$ cat src/rtl/exposure_timer_if.sv
// Control/status bundle for exposure_timer: the controller drives Start/Stop and
// configuration, the timer returns overflow and status.
interface exposure_timer_if #(
  parameter int WIDTH          = 5,
  parameter int PRESCALE_WIDTH = 4
);
  logic                      Start;
  logic                      Stop;
  logic                      Mode;
  logic [WIDTH-1:0]          Load_value;
  logic [PRESCALE_WIDTH-1:0] Prescale;
  logic                      Ovf_clear;
  logic                      Ovf;
  logic                      Ovf_flag;
  logic                      Busy;
  logic [WIDTH-1:0]          Count;

  modport master (
    output Start, Stop, Mode, Load_value, Prescale, Ovf_clear,
    input  Ovf, Ovf_flag, Busy, Count
  );

  modport slave (
    input  Start, Stop, Mode, Load_value, Prescale, Ovf_clear,
    output Ovf, Ovf_flag, Busy, Count
  );
endinterface

$ cat src/rtl/exposure_timer.sv
// Prescaled up-counter with latched terminal count, one-shot/periodic modes,
// registered overflow pulse and sticky overflow flag.
module exposure_timer #(
  parameter int WIDTH          = 5,
  parameter int PRESCALE_WIDTH = 4
) (
  input  logic               Clk,
  input  logic               Reset,
  exposure_timer_if.slave    bus
);

  typedef enum logic {IDLE, RUN} state_t;

  state_t                    state;
  logic [WIDTH-1:0]          t_l;
  logic [PRESCALE_WIDTH-1:0] p_l;
  logic                      mode_l;
  logic [PRESCALE_WIDTH-1:0] pre;
  logic [WIDTH-1:0]          count;
  logic                      ovf;
  logic                      ovf_flag;
  logic                      busy;

  logic tick;
  logic term;
  logic ovf_set;

  assign tick    = (pre == p_l);
  assign term    = tick && (count == t_l);
  // Stop and restart both suppress a coinciding terminal tick.
  assign ovf_set = (state == RUN) && !bus.Stop && !bus.Start && term;

  always_ff @(posedge Clk or negedge Reset) begin
    if (!Reset) begin
      state    <= IDLE;
      t_l      <= '0;
      p_l      <= '0;
      mode_l   <= 1'b0;
      pre      <= '0;
      count    <= '0;
      ovf      <= 1'b0;
      ovf_flag <= 1'b0;
      busy     <= 1'b0;
    end else begin
      ovf <= ovf_set;
      if (ovf_set)            ovf_flag <= 1'b1;
      else if (bus.Ovf_clear) ovf_flag <= 1'b0;

      case (state)
        IDLE: begin
          if (bus.Start && !bus.Stop) begin
            state  <= RUN;
            busy   <= 1'b1;
            t_l    <= bus.Load_value;
            p_l    <= bus.Prescale;
            mode_l <= bus.Mode;
            count  <= '0;
            pre    <= '0;
          end
        end
        RUN: begin
          if (bus.Stop) begin
            state <= IDLE;
            busy  <= 1'b0;
            count <= '0;
            pre   <= '0;
          end else if (bus.Start) begin
            t_l    <= bus.Load_value;
            p_l    <= bus.Prescale;
            mode_l <= bus.Mode;
            count  <= '0;
            pre    <= '0;
          end else if (tick) begin
            pre <= '0;
            if (term) begin
              count <= '0;
              if (!mode_l) begin
                state <= IDLE;
                busy  <= 1'b0;
              end
            end else begin
              count <= count + WIDTH'(1);
            end
          end else begin
            pre <= pre + PRESCALE_WIDTH'(1);
          end
        end
        default: begin
          state <= IDLE;
          busy  <= 1'b0;
        end
      endcase
    end
  end

  assign bus.Ovf      = ovf;
  assign bus.Ovf_flag = ovf_flag;
  assign bus.Busy     = busy;
  assign bus.Count    = count;

endmodule

$ cat src/flat_wrapper.sv
// flat-port wrapper written by rule: the top's interface ports become plain ports
module exposure_timer_flat 
#(
  parameter int WIDTH          = 5,
  parameter int PRESCALE_WIDTH = 4
)
  (Clk, Reset, bus_Start, bus_Stop, bus_Mode, bus_Load_value, bus_Prescale, bus_Ovf_clear, bus_Ovf, bus_Ovf_flag, bus_Busy, bus_Count);
  exposure_timer_if #(.WIDTH(WIDTH), .PRESCALE_WIDTH(PRESCALE_WIDTH)) bus_i ();
  input  logic Clk;
  input  logic Reset;
  input wire logic [$bits(bus_i.Start)-1:0] bus_Start;
  input wire logic [$bits(bus_i.Stop)-1:0] bus_Stop;
  input wire logic [$bits(bus_i.Mode)-1:0] bus_Mode;
  input wire logic [$bits(bus_i.Load_value)-1:0] bus_Load_value;
  input wire logic [$bits(bus_i.Prescale)-1:0] bus_Prescale;
  input wire logic [$bits(bus_i.Ovf_clear)-1:0] bus_Ovf_clear;
  output wire logic [$bits(bus_i.Ovf)-1:0] bus_Ovf;
  output wire logic [$bits(bus_i.Ovf_flag)-1:0] bus_Ovf_flag;
  output wire logic [$bits(bus_i.Busy)-1:0] bus_Busy;
  output wire logic [$bits(bus_i.Count)-1:0] bus_Count;
  assign bus_i.Start = bus_Start;
  assign bus_i.Stop = bus_Stop;
  assign bus_i.Mode = bus_Mode;
  assign bus_i.Load_value = bus_Load_value;
  assign bus_i.Prescale = bus_Prescale;
  assign bus_i.Ovf_clear = bus_Ovf_clear;
  assign bus_Ovf = bus_i.Ovf;
  assign bus_Ovf_flag = bus_i.Ovf_flag;
  assign bus_Busy = bus_i.Busy;
  assign bus_Count = bus_i.Count;
  exposure_timer #(.WIDTH(WIDTH), .PRESCALE_WIDTH(PRESCALE_WIDTH)) u_core (.Clk(Clk), .Reset(Reset), .bus(bus_i));
endmodule
$ cat config.mk
export PLATFORM = sky130hd
export DESIGN_NAME = exposure_timer_flat
export DESIGN_NICKNAME = d
export VERILOG_FILES = /design/src/rtl/exposure_timer_if.sv /design/src/rtl/exposure_timer.sv /design/src/flat_wrapper.sv
export SDC_FILE = /design/constraint.sdc
export NUM_CORES = 1
export LEC_CHECK = 0
export ABC_AREA = 1
export CAP_MARGIN = 20
export CORE_MARGIN = 2
export CORE_UTILIZATION = 57
export CTS_BUF_LIST = sky130_fd_sc_hd__clkbuf_4
export DETAILED_ROUTE_END_ITERATION = 7
export GPL_TIMING_DRIVEN = 0
export PLACE_DENSITY_LB_ADDON = 0.12
export SYNTH_ARGS = -nofsm -noshare
export SYNTH_HDL_FRONTEND = slang
export SYNTH_SLANG_ARGS = --single-unit
$ cat constraint.sdc
create_clock -name Clk -period 2.1 [get_ports Clk]
set_input_delay 0.21 -clock Clk [delete_from_list [all_inputs] [get_ports Clk]]
set_output_delay 0.21 -clock Clk [all_outputs]
set_load 0.01 [all_outputs]
* Word-level counts from Yosys, hierarchy flattened
Cells that the tools add are included.
** Cells by class
- Add/sub/neg operators :: 2
- Eq/ne operators :: 10
- Multiplexer cells :: 39
- Bitwise operators :: 1
- Reductions and logical operators :: 11
** Operators by type and width (count)
- 5-bit two-way mux :: 8
- 4-bit two-way mux :: 7
- 5-bit one-hot mux with 2 select lines :: 2
- 1-bit two-way mux :: 17
- 4-bit one-hot mux with 2 select lines :: 2
- 3-bit inequality test, second input constant :: 4
- 1-bit one-hot mux with 2 select lines :: 3
- 5-bit by 1-bit adder with 5-bit output, second input constant :: 1
- 5-bit == test :: 1
- 1-bit logical AND :: 5
- 5-bit AND reduction :: 1
- 4-bit by 1-bit adder with 4-bit output, second input constant :: 1
- 4-bit == test :: 1
- 2-bit inequality test, second input constant :: 2
- 4-bit inequality test, second input constant :: 1
- 3-bit AND reduction :: 1
- 1-bit zero test :: 2
- 2-bit by 1-bit inequality test with 1-bit output, second input constant :: 1
- 2-bit AND reduction :: 1
- 2-bit nonzero test :: 1
- 1-bit NOT :: 1
** Word-level totals
- Flip-flop bits (word level) :: 23
- Bits of input ports :: 15
- Output and inout port bits :: 8
- Logic and storage cells :: 72

* Depth between registers and ports, before layout
- Depth after elaboration :: 7
- Gate-level depth with buffers :: 12

* Worst setup path before layout
Ideal clock, no wire load.
- Kind :: reg-to-reg
- Start :: register u_core.count[0] (netlist: u_core.bus.Count[0])
- End :: register u_core.state
- Arrival :: 1.132 ns
- Data required time :: 1.980 ns
- Setup slack :: 0.848 ns
- Cell stages (with the launch flop) :: 10
- Path buffers :: 0
- Period minus slack after synthesis :: 1.252 ns
- Cells stage by stage :: dfrtp_1 inv_1 nand2_1 nand2_1 nor3_1 nand3_1 nor2_1 nand2_1 o21ai_0 inv_1
** On the way
- Word-level cells in the longest chain between the ends :: 7
** Ends and longest elaborated chain
- from (decl) :: line exposure_timer.sv:19 : logic [WIDTH-1:0] count;
- from (signal assigned) :: line exposure_timer.sv:82 : count <= count + WIDTH'(1);
- 5-bit == test :: line exposure_timer.sv:29 : assign term = tick && (count == t_l);
- 1-bit logical AND :: line exposure_timer.sv:29
- 1-bit two-way mux :: line exposure_timer.sv:75 : if (term) begin
- 1-bit two-way mux :: line exposure_timer.sv:73 : end else if (tick) begin
- 1-bit two-way mux :: line exposure_timer.sv:67 : end else if (bus.Start) begin
- 1-bit two-way mux :: line exposure_timer.sv:62 : if (bus.Stop) begin
- 1-bit one-hot mux with 2 select lines :: line exposure_timer.sv:49 : case (state)
- to (signal assigned) :: line exposure_timer.sv:52 : state <= RUN;
- to (signal assigned) :: line exposure_timer.sv:63 : state <= IDLE;
- to (signal assigned) :: line exposure_timer.sv:78 : state <= IDLE;
- to (decl) :: line exposure_timer.sv:14 : state_t state;
No other way between the ends.
A chain may end at the register's enable or synchronous reset.

* Worst setup path in the final report
- Start :: register u_core.count[0] (netlist: u_core.bus.Count[0])
- End :: output bus_Count[0]
** RTL lines
- to (decl) :: line flat_wrapper.sv:20 : output wire logic [$bits(bus_i.Count)-1:0] bus_Count;
No word-level cell between the ends.

==> impl_metrics.yaml <==
floorplanning:
  ios: 23
  die_h_microns: 50.5
  rows: 16
  dieArea_sq_um: 2550
  start_util_pct: 61.4
  core_area_sq_um: 2000
  die_w_microns: 50.5
yosys:
  yosysWarnings: 0
  synth_nets: 179
  syn_inst: 162
  ys.flop_type: "dfrtp_1"
  ys_seq_area_share_pct: 46.8
  synth_edf_count: 0
  avgSynthCellArea_sq_um: 7.59
  synth_area_sq_um: 1230
  yosysUniqueCellTypes: 24
  synth_seq_cells: 23
  async_flop_share_pct: 100
clocking:
  clkSinkCount: 23
  post_cts_buffers: 0
  cts_buffers: 3
  cts_hold_buffers: 0
  cts_tree: "done"
  clock_path_buffers: 2
  clkSlewWorstSetupHoldPaths_ns: 0.12
  htree_levels: 1
  cts_resized: 0
  root_buffer: "clkbuf_4"
  insertion_delay_ns: 0.32
worst_hold_path:
  hold_class: "primary input to async pin"
worst_setup_path:
  cp-start-kind: "flip-flop"
  path_max_fanout: 7
  path_delay_family: "buffers and inverters"
  cp_slowest_stage_delay_ns: 0.57
  slowest_stage: "clkdlybuf4s50_1"
  endpoint_kind: "output port"
  r2r_cells: 11
  required_ns: 1.89
  arrival_ns: 1.35
  cp.depth: 1
  crit_chain: "clkdlybuf4s50_1"
  crit_type: "flip-flop to output port"
  path_buf_inv: 1
detailed_routing:
  wirelength_microns: 2620
  firstDrtPassIters: 4
  first_iter_violations: 14
  via_per_inst: 5.12
  ant_nets: 0
  drc: 0
  num_vias: 1106
  wl_per_cell_microns: 12.1
timing:
  rsz0062_at_grt: "no"
  final_max_slew_viol_count: 0
  post-route-period-util_pct: 74.5
  tns_ns: 0
  period_needed_ns: 1.56
  clock_skew_ns: 0.00378
  worst_pin_slew_ns: 0.493
  hold_viol: 0
  setup_viol: 0
  maxSlewHeadroom_pct: 67.0
  fmax_mhz: 639
  fin_ws_ns: 0.536
global_route:
  grt.total_usage_pct: 23.7
  use_met2_pct: 39.0
  gr-usage-met3_pct: 4.76
  grt_pass1_vias: 1024
  grt_util_met1_pct: 30.2
  busiest_layer: "met2"
  antenna_found_initial: 0
  overflow: 0
  grt_max_degree: 24
  grt_pass1_wl_microns: 4450
placed_design:
  place_congestion: 0.893
  pre_cts_ws_ns: 0.315
  place_hpwl_microns: 1910
  placed_area_sq_um: 1480
  io_buffers: 22
cells_and_area:
  multi_input_area_sq_um: 537
  nFillCells: 148
  postLayoutCellArea_sq_um: 1530
  seqCellArea_sq_um: 576
  final_util_pct: 76.4
  syn_to_final_growth_pct: 24.3
  nets: 207
  drive_above_1_share_pct: 11.6
  diodes: 0
run_status:
  status: "finished clean"
power:
  powerDensity_nw_per_um2: 599
  peakVddDrop_v: 0.000472
  p_leak_nw: 0.743
job:
  cap_violations: 0
-- area by class of cell --
type	count	area share, %
Inverter	27	6.79
Tap cell	27	2.21
Multi-Input combinational cell	109	35.1
Clock buffer	4	1.96
Sequential cell	23	37.6
Buffer	3	0.900
Timing Repair Buffer	23	15.4
-- cell families after synthesis --
group	after synthesis	synth area share (%)
DFF	23	46.8
xor gates and xnor gates	3	2.14
AOI/OAI and AO/OA	18	7.73
buffers and inverters	30	9.56
and+or+nand+nor	86	31.7
adders and majority gates	2	2.03
-- worst reg2reg max path: cells and delay by family, from the launching register on --
family,cells,cell delay [ns]
flip-flops,1,0.42
buffers and inverters,2,0.19
AND/OR/NAND/NOR,9,0.76
-- sequential cells by signal, summed over array words and instances (netlist names) --
| signal | flops |
|---|---|
| u_core.bus.Busy | 1 |
| u_core.bus.Count | 5 |
| u_core.bus.Ovf | 1 |
| u_core.bus.Ovf_flag | 1 |
| u_core.mode_l | 1 |
| u_core.p_l | 4 |
| u_core.pre | 4 |
| u_core.state | 1 |
| u_core.t_l | 5 |
-- per-layer routing --
metal | vias up | part of all wire (%)
met2 | 28 | 50
met4 | 0 | 2.1
met3 | 7 | 4.3
li1 | 555 | -
met1 | 516 | 43
met5 | - | 0
-- Yosys cell counts (2+ instances only) --
| cell | instances | area (sq um) |
|---|---|---|
| nor2_1 | 15 | 56.3 |
| nand2_2 | 4 | 25.0 |
| nand3b_1 | 2 | 15.0 |
| nand3_1 | 4 | 20.0 |
| dfrtp_1 | 23 | 576 |
| buf_2 | 2 | 10.0 |
| nor2_2 | 3 | 18.8 |
| o22ai_1 | 2 | 12.5 |
| nand4_1 | 3 | 18.8 |
| nand2_1 | 47 | 176 |
| inv_2 | 4 | 15.0 |
| ha_1 | 2 | 25.0 |
| nand2_4 | 3 | 33.8 |
| o21ai_0 | 13 | 65.1 |
| inv_1 | 22 | 82.6 |
| nor3_1 | 4 | 20.0 |
| xor2_1 | 2 | 17.5 |
-- power by group --
part / switching (mW) / total [mW] / leakage, nW / internal (mW)
Combinational: 0.111 / 0.194 / 0.425 / 0.0827
Sequential: 0.0221 / 0.497 / 0.300 / 0.475
Clock: 0.137 / 0.224 / 0.0184 / 0.0874
-- final timing paths --
kind | from | endpoint | slack (ns)
worst max-delay path | u_core.bus.Count[0]$_DFFE_PN0P_ | bus_Count[0] | 0.54
worst min-delay path | Reset | u_core.bus.Count[2]$_DFFE_PN0P_ | 0.20
worst max register to register | u_core.pre[0]$_DFFE_PN0P_ | u_core.bus.Count[4]$_DFFE_PN0P_ | 0.65
worst min register to register | u_core.state$_DFF_PN0_ | u_core.bus.Busy$_DFFE_PN0P_ | 0.52
max in group asynchronous | Reset | u_core.state$_DFF_PN0_ | 1.43
min in group Clk | bus_Load_value[4] | u_core.t_l[4]$_DFFE_PN0P_ | 0.41
-- through the flow --
step                      instances  hold slack [ns]  power (mW)
after floorplan                 162          -0.0856       0.619
after global placement          211            0.488       0.683
after CTS                       215            0.394       0.924
after global routing            216            0.213       0.967
after detailed placement        211            0.491       0.693
final                           216            0.204       0.915
-- layout by cell type (no fill, tap or decap), drive strengths merged --
cell type,instances
a21oi,1
buf,3
clkbuf,5
clkdlybuf4s50,22
dfrtp,23
ha,2
inv,27
nand2,54
nand3,4
nand3b,2
nand4,3
nor2,18
nor3,4
o21ai,14
o21bai,1
o22ai,2
or2,1
xnor2,1
xor2,2
Note: power is estimated with default switching activity, not from simulation.
